--- src/rtl/palette_writer.sv ---
// Double-buffered palette loader: streams host colour words into the hidden bank, swaps banks at a frame boundary.
// Optional running checksum of loaded words is enabled with macro PALETTE_WRITER_CHECKSUM_EN.
module palette_writer #(
    parameter int RBG_SIZE   = 24,
    parameter int LUT_SIZE   = 256,
    parameter int ADDR_WIDTH = 8
) (
    input  logic                  clk,
    input  logic                  rst_n,
    input  logic                  start,
    input  logic                  frame_start,
    input  logic                  s_valid,
    input  logic [RBG_SIZE-1:0]   s_data,
    output logic                  s_ready,
    output logic                  wr_en,
    output logic                  wr_bank,
    output logic [ADDR_WIDTH-1:0] wr_addr,
    output logic [RBG_SIZE-1:0]   wr_data,
    output logic                  bank_sel,
    output logic                  busy,
    output logic                  done,
    output logic [RBG_SIZE-1:0]   checksum
);

    typedef enum logic [1:0] {IDLE, LOAD, WAIT_SWAP} state_t;

    localparam logic [ADDR_WIDTH-1:0] LastAddr = ADDR_WIDTH'(LUT_SIZE - 1);

    state_t                state_q, state_d;
    logic [ADDR_WIDTH-1:0] cnt_q, cnt_d;
    logic [ADDR_WIDTH-1:0] wr_addr_q, wr_addr_d;
    logic [RBG_SIZE-1:0]   wr_data_q, wr_data_d;
    logic                  bank_q, bank_d;
    logic                  wr_en_q, wr_en_d;
    logic                  done_q, done_d;
    logic                  xfer;
    logic                  loadStart;

    assign xfer      = (state_q == LOAD) && s_valid;
    assign loadStart = (state_q == IDLE) && start;

    always_comb begin
        state_d   = state_q;
        cnt_d     = cnt_q;
        wr_addr_d = wr_addr_q;
        wr_data_d = wr_data_q;
        bank_d    = bank_q;
        wr_en_d   = 1'b0;
        done_d    = 1'b0;
        case (state_q)
            IDLE: begin
                if (loadStart) begin
                    state_d = LOAD;
                    cnt_d   = '0;
                end
            end
            LOAD: begin
                if (xfer) begin
                    wr_en_d   = 1'b1;
                    wr_addr_d = cnt_q;
                    wr_data_d = s_data;
                    cnt_d     = cnt_q + 1'b1;
                    if (cnt_q == LastAddr) state_d = WAIT_SWAP;
                end
            end
            // frame_start on the final-transfer cycle is seen in LOAD, so the swap waits for the next one
            WAIT_SWAP: begin
                if (frame_start) begin
                    bank_d  = ~bank_q;
                    done_d  = 1'b1;
                    state_d = IDLE;
                end
            end
            default: state_d = IDLE;
        endcase
    end

    always_ff @(posedge clk or negedge rst_n) begin
        if (!rst_n) begin
            state_q   <= IDLE;
            cnt_q     <= '0;
            wr_addr_q <= '0;
            wr_data_q <= '0;
            bank_q    <= 1'b0;
            wr_en_q   <= 1'b0;
            done_q    <= 1'b0;
        end else begin
            state_q   <= state_d;
            cnt_q     <= cnt_d;
            wr_addr_q <= wr_addr_d;
            wr_data_q <= wr_data_d;
            bank_q    <= bank_d;
            wr_en_q   <= wr_en_d;
            done_q    <= done_d;
        end
    end

`ifdef PALETTE_WRITER_CHECKSUM_EN
    logic [RBG_SIZE-1:0] sum_q, sum_d;

    always_comb begin
        sum_d = sum_q;
        if (loadStart) sum_d = '0;
        else if (xfer) sum_d = sum_q + s_data;
    end

    always_ff @(posedge clk or negedge rst_n) begin
        if (!rst_n) sum_q <= '0;
        else        sum_q <= sum_d;
    end

    assign checksum = sum_q;
`else
    assign checksum = '0;
`endif

    assign s_ready  = (state_q == LOAD);
    assign busy     = (state_q != IDLE);
    assign wr_en    = wr_en_q;
    assign wr_addr  = wr_addr_q;
    assign wr_data  = wr_data_q;
    assign bank_sel = bank_q;
    assign wr_bank  = ~bank_q;
    assign done     = done_q;

endmodule

--- config.mk ---
export PLATFORM = sky130hd
export DESIGN_NAME = palette_writer
export DESIGN_NICKNAME = d
export VERILOG_FILES = /design/src/rtl/palette_writer.sv
export SDC_FILE = /design/constraint.sdc
export NUM_CORES = 1
export LEC_CHECK = 0
export BUFFER_PORTS_ARGS = -buffer_cell sky130_fd_sc_hd__buf_2
export CAP_MARGIN = 0
export CORE_ASPECT_RATIO = 0.8
export CORE_MARGIN = 1
export CORE_UTILIZATION = 45
export CTS_CLUSTER_SIZE = 25
export DETAILED_ROUTE_END_ITERATION = 6
export GPL_TIMING_DRIVEN = 0
export PLACE_DENSITY = 0.75
export SYNTH_ARGS = -nofsm -noshare
export SYNTH_HDL_FRONTEND = slang
export SYNTH_SLANG_ARGS = --single-unit
--- constraint.sdc ---
create_clock -name clk -period 3.9 [get_ports clk]
set_input_delay 0.39 -clock clk [delete_from_list [all_inputs] [get_ports clk]]
set_output_delay 0.39 -clock clk [all_outputs]
set_load 0.02 [all_outputs]
==> qor.yml, run 1 <==
status: "finished clean"
p_leak_nw: 1.48
post-route-drc-count: 0
cts_resized: 0
timing.rr.start: "state_q[1]$_DFFE_PN0P_"
vdd_ir_drop_max_mv: 0.255
reg2reg_depth: 5
vias: 1607
finalSetupViolations: 0
synthTopCellsByCount: "104 x nand2_1, 45 x dfrtp_1, 24 x buf_4"
drt-total-wl_mm: 3.86
synth_edf_count: 0
yosysWarnings: 0
seqPwrFrac_pct: 49.1
worst_pin_slew_ns: 0.968
grt_max_degree: 46
ys_types: 30
drive_above_1_share_pct: 31.9
via_per_inst: 4.30
switchingPower_uw: 367
power_density_mw_per_mm2: 468
grt_pass1_vias: 1365
p_comb_share_pct: 21.6
finalHoldViolations: 0
clock_skew_ns: 0.00482
clk_pin_slew_worst_paths_ns: 0.08
maxCapViolCount: 0
yosys_most_used_dff: "dfrtp_1"
diodes: 0
syn-cell-area_sq_mm: 0.00197
synth_area_leader_cell: "dfrtp_1"
cts_tree: "built"
cp.arrival_ns: 1.22
crit_fanout: 7
regToRegEndpoint: "cnt_q[1]$_DFFE_PN0P_"
p_total_mw: 1.21
globalplace.congestion: 0.766
postCtsSetupBuffers: 0
ys_ff_latch: 45
cts_inserted_buffers: 5
worstPathRequired_ns: 3.51
syn_avg_cell_area_sq_um: 8.96
wl_per_cell_um: 10.3
die_area_sq_mm: 0.00465
cts_sinks: 45
fin_crit_ns: 1.61
netlist.area_leader.share_pct: 57.1
clockPowerShare_pct: 29.4
fp.dieH_um: 61.2
place_inst: 366
syn2layout_area_growth_pct: 30.7
portBuffers: 66
syn-instance-count: 220
antenna_found_initial: 0
drv_slew: 0
fp.dieW_um: 76.0
swShare_pct: 30.4
drtAntennaViolNets: 0
synth.area.top_cells: "dfrtp_1 57%, nand2_1 20%, buf_4 9.1%"
place_hpwl_mm: 2.80
rsz0062_at_grt: "no"
p_int_uw: 839
core-area_sq_mm: 0.00420
async_flop_share_pct: 100
end_kind: "primary output"
cts.root.buffer_cell: "clkbuf_8"
crit_path_start_kind: "flip-flop"
fin_crit_sh_pct: 41.2
grt_pass1_wl_mm: 6.16
final_cells: 374
clock_latency_ns: 0.29
max_freq_mhz: 623
initial_core_util_pct: 46.9
rows: 21
dr.pass1.iters: 6
cts.path.max_buffers: 2
gr-usage-all-layers_pct: 17.2
htreeDepth: 2
hold_class: "input port to asynchronous set/reset pin"
tns_ns: 0
nets: 346
pin_count: 91
crit_type: "flip-flop to primary output"
hold_buffers: 0
grt.overflow.total: 0
r2r_slack_ns: 2.38
ys_seq_area_share_pct: 57.1
synth_most_common_cell: "nand2_1"
drtIter0Drc: 83
maxSlewHeadroom_pct: 35.5
[layout by cell type, fill, tap and decap left out, drive strengths merged]
cell type	synthesis	layout
nand2b	1	1
bufinv	0	1
dfrtp	45	45
mux2i	2	2
o31ai	1	1
nand4	1	1
or2	1	1
buf	28	94
nand3	5	5
xnor2	1	1
clkbuf	3	10
nand4b	1	1
nand2	104	104
o21ai	4	4
nor3b	1	1
nor3	2	2
ha	1	1
a21o	1	1
or3b	1	1
nor2	3	3
conb	1	24
xor2	1	1
or3	2	2
nand3b	1	1
a21oi	3	3
inv	3	3
nor4	1	1
or4	1	1
clkinv	1	1
[flip-flops by register name, indices dropped and copies added (netlist names)]
register,flops
wr_data,24
done,1
state_q,2
bank_sel,1
wr_en,1
wr_addr,8
cnt_q,8
[cell families (layout without fill, tap and decap cells)]
kind of cell	count (synthesis)	after routing	share of synthesized area, %
AO/OA/AOI/OAI	9	9	2.54
flip-flops	45	45	57.1
buffers and inverters	35	109	11.3
other	1	24	0.190
multiplexers	2	2	1.02
adder cells (fa/ha/maj)	1	1	0.635
XOR/XNOR	2	2	0.889
AND/OR/NAND/NOR	125	125	26.3
[area by class of cell]
type                    count  area, sq um
flip-flops and latches     45         1130
multi-input cells         163          708
clock inverters             1         30.0
well taps                  57         71.3
clock buffers               7         86.3
fillers                   394         1630
repair buffers             66          330
plain buffers              31          208
inverters                   4         15.0
[power groups by stage]
stage               sequential [mW]  combinational [mW]  clock [mW]
floorplan                     0.645               0.120           0
global placement              0.599               0.256           0
detailed placement            0.600               0.261           0
CTS                           0.592               0.262       0.365
global route                  0.603               0.290       0.382
finish                        0.591               0.260       0.354
[worst max path at each step]
stage | end | from | cells after the start
after floorplan | cnt_q[5]$_DFFE_PN0P_ | state_q[1]$_DFFE_PN0P_ | 3
after global placement | wr_addr[6]$_DFFE_PN0P_ | s_valid | 6
after detailed placement | wr_data[4]$_DFFE_PN0P_ | s_valid | 6
after CTS | busy | state_q[0]$_DFFE_PN0P_ | 2
after global routing | wr_data[22]$_DFFE_PN0P_ | state_q[1]$_DFFE_PN0P_ | 5
final | busy | state_q[0]$_DFFE_PN0P_ | 2
[per-layer routing]
metal / global-route usage (%) / vias up / wire (um)
met5: 0 / - / 0
met4: 5.77 / 0 / 18
met3: 4.30 / 3 / 297
met2: 28.7 / 69 / 1740
met1: 22.7 / 707 / 1800
li1: - / 828 / -
[critical path: stages (launching register included)]
cell and delay [ns]:
dfrtp_1 0.44, or2_2 0.33, buf_2 0.16
[metrics by stage]
stage	hold WS (ns)	cell area, sq um	worst slack [ns]	utilization (%)
floorplan	0.0944	2060	2.55	-
global placement	0.451	2460	2.38	58.5
detailed placement	0.456	2460	2.36	58.5
CTS	0.275	2570	2.27	61.3
global route	0.277	2570	2.19	61.3
finish	0.250	2570	2.29	61.3
(Power assumes the default switching activity.)
==> run 2: changes to the inputs <==
CORE_UTILIZATION = 42   (was 45)
PLACE_DENSITY = 0.74   (was 0.75)
clock period = 1.4 ns   (was 3.9 ns; I/O delays follow)
==> run 2 against run 1 <==
The flow now finishes with violations (hold timing). Clock skew fell by 0.00070 ns. Die area is 6.9% higher. Global-route usage decreased by 0.20 points. Utilization fell by 1.1 points. Worst setup slack got worse by 2.3 ns. Non-clock buffer count up 2. Sequential share of layout area shrank 0.45 points. Register-to-register slack got worse by 2.3 ns. Critical path depth did not move. Final cell count up 0.53%. Flip-flop and latch count did not move. Sequential power increased to 2.8 times the previous value. Critical path type unchanged. Largest cell class unchanged. Largest power group unchanged.
==> qor.yml, run 2 (same netlist as run 1, synthesis figures left out) <==
final.setup.worst_slack_ns: 0.0432  # -2.25 ns
final_cell_mix: "104 x nand2_1, 70 x buf_2, 43 x dfrtp_1"
grt.overflow.total: 0  # unchanged
crit_fanout: 6  # -1
crit_path_start: "state_q[0]$_DFFE_PN0P_"
largest_reg_flops: 24  # unchanged
fp.dieH_um: 63.3  # +3.4%
cts_sinks: 45  # unchanged
syn2layout_area_growth_pct: 32.3
nFillCells: 419  # +6.3%
fp.dieW_um: 78.6  # +3.4%
hold_class: "input port to asynchronous set/reset pin"
grt_pass1_vias: 1511  # +11%
clock_skew_ns: 0.00411  # -0.000703 ns
reg2reg_depth: 3  # -2
timing.rr.start: "state_q[1]$_DFFE_PN0P_"
finalHoldViolations: 3  # +3
end_kind: "primary output"
cp_num_cells: 2  # unchanged
drive_above_1_share_pct: 35.7  # +3.9 points
drt-total-wl_mm: 3.92  # +1.7%
via_per_inst: 4.34  # +1.0%
vias: 1632  # +1.6%
die_area_sq_mm: 0.00497  # +6.9%
maxSlewHeadroom_pct: 36.7  # +1.2 points
globalplace.congestion: 0.820  # +7.0%
pin_count: 91  # unchanged
antenna_found_initial: 0  # unchanged
layout_commonest_cell: "nand2_1"
cp.arrival_ns: 1.22  # about the same
crit_path_start_kind: "flip-flop"
rows: 21  # unchanged
power_density_mw_per_mm2: 1240  # +170%
regToRegEndpoint: "cnt_q[5]$_DFFE_PN0P_"
finalSetupViolations: 0  # unchanged
r2r_slack_ns: 0.05  # -2.33 ns
gr-usage-all-layers_pct: 17.0  # -0.20 points
post-route-util_pct: 60.1  # -1.1 points
dr.pass1.iters: 4  # -2
clk_pin_slew_worst_paths_ns: 0.07  # about the same
crit_type: "flip-flop to primary output"
core-area_sq_mm: 0.00434  # +3.1%
maxCapViolCount: 0  # unchanged
violations: "hold timing"
cts.path.max_buffers: 2  # unchanged
cts_tree: "built"
p_leak_nw: 1.50  # +1.5%
worst_pin_slew_ns: 0.950  # -0.0180 ns
max_freq_mhz: 737
post-route-drc-count: 0  # unchanged
portBuffers: 66  # unchanged
drv_slew: 0  # unchanged
p_total_mw: 3.24  # +170%
nets: 348  # +0.58%
grt_max_degree: 46  # unchanged
crit_end: "busy"
place_hpwl_mm: 2.93  # +4.6%
cpMaxStageDelayCell: "dfrtp_2"
grt_pass1_wl_mm: 6.54  # +6.2%
critPathBufInv: 1  # unchanged
slowest_delay_ns: 0.46  # +0.02 ns
drtAntennaViolNets: 0  # unchanged
cp_cell_sequence: "or2_2, buf_2"
clock_latency_ns: 0.29  # about the same
wl_per_cell_um: 10.4  # +1.1%
cts_inserted_buffers: 5  # unchanged
htreeDepth: 2  # unchanged
cts.root.buffer_cell: "clkbuf_8"
path_delay_family: "flip-flops"
status: "finished, violations left"
worstPathRequired_ns: 1.26  # -2.25 ns
place_ws_ns: -0.136  # -2.50 ns
rsz0062_at_grt: "yes"
hold_buffers: 0  # unchanged
diodes: 0  # unchanged
fin_crit_sh_pct: 96.9
initial_core_util_pct: 45.5  # -1.4 points
fin_crit_ns: 1.36
drtIter0Drc: 42  # -49%
whs_ns: -0.00489  # -0.255 ns
vdd_ir_drop_max_mv: 0.558  # +120%
run 2: worst register-to-register path: cells and delay by family (launching register included):
kind | cells | cell delay, ns
flip-flops | 1 | 0.42
AO/OA/AOI/OAI | 1 | 0.14
AND/OR/NAND/NOR | 2 | 0.72
run 2: final cells by class:
type | count | area, sq um | area share, %
Buffer | 31 | 216 | 8.30
Clock buffer | 7 | 96.3 | 3.69
Clock inverter | 1 | 5.00 | 0.192
Inverter | 4 | 15.0 | 0.576
Multi-Input combinational cell | 163 | 729 | 28.0
Sequential cell | 45 | 1130 | 43.3
Tap cell | 57 | 71.3 | 2.74
Timing Repair Buffer | 68 | 345 | 13.2
run 2: worst min path at each step:
stage | cells past startpoint | to | startpoint
CTS | 3 | wr_data[15]$_DFFE_PN0P_ | s_data[15]
floorplan | 0 | bank_sel$_DFFE_PN0P_ | rst_n
finish | 1 | bank_sel$_DFFE_PN0P_ | rst_n
global placement | 3 | wr_data[6]$_DFFE_PN0P_ | s_data[6]
detailed placement | 3 | wr_data[12]$_DFFE_PN0P_ | s_data[12]
global route | 3 | wr_data[15]$_DFFE_PN0P_ | s_data[15]
run 2: stage by stage:
| step | TNS (ns) | instances | area [sq um] | hold slack (ns) |
|---|---|---|---|---|
| after detailed placement | -2.85 | 366 | 2460 | 0.335 |
| final | 0 | 376 | 2610 | -0.00489 |
| after floorplan | 0 | 243 | 2060 | -0.156 |
| after global routing | -0.0161 | 376 | 2610 | 0.0250 |
| after CTS | 0 | 374 | 2580 | 0.0243 |
| after global placement | -2.25 | 366 | 2460 | 0.330 |
run 2: where the power goes:
part           internal (mW)  total, mW  switching (mW)
combinational          0.275      0.738           0.463
clock                  0.446      0.851           0.406
sequential              1.49       1.65           0.160
run 2: repair_timing:
action / in CTS / in global routing
endpoints found under the setup margin: 31 / 32
gates resized for setup: 7 / 7
buffers inserted: 0 / 2
endpoints found under the hold margin: 0 / 0
run 2: routing by layer:
metal,track usage (%),share of wire (%)
met1,21.3,45
met2,27.9,47
met3,4.20,6.3
met4,7.18,1.7
met5,0,0
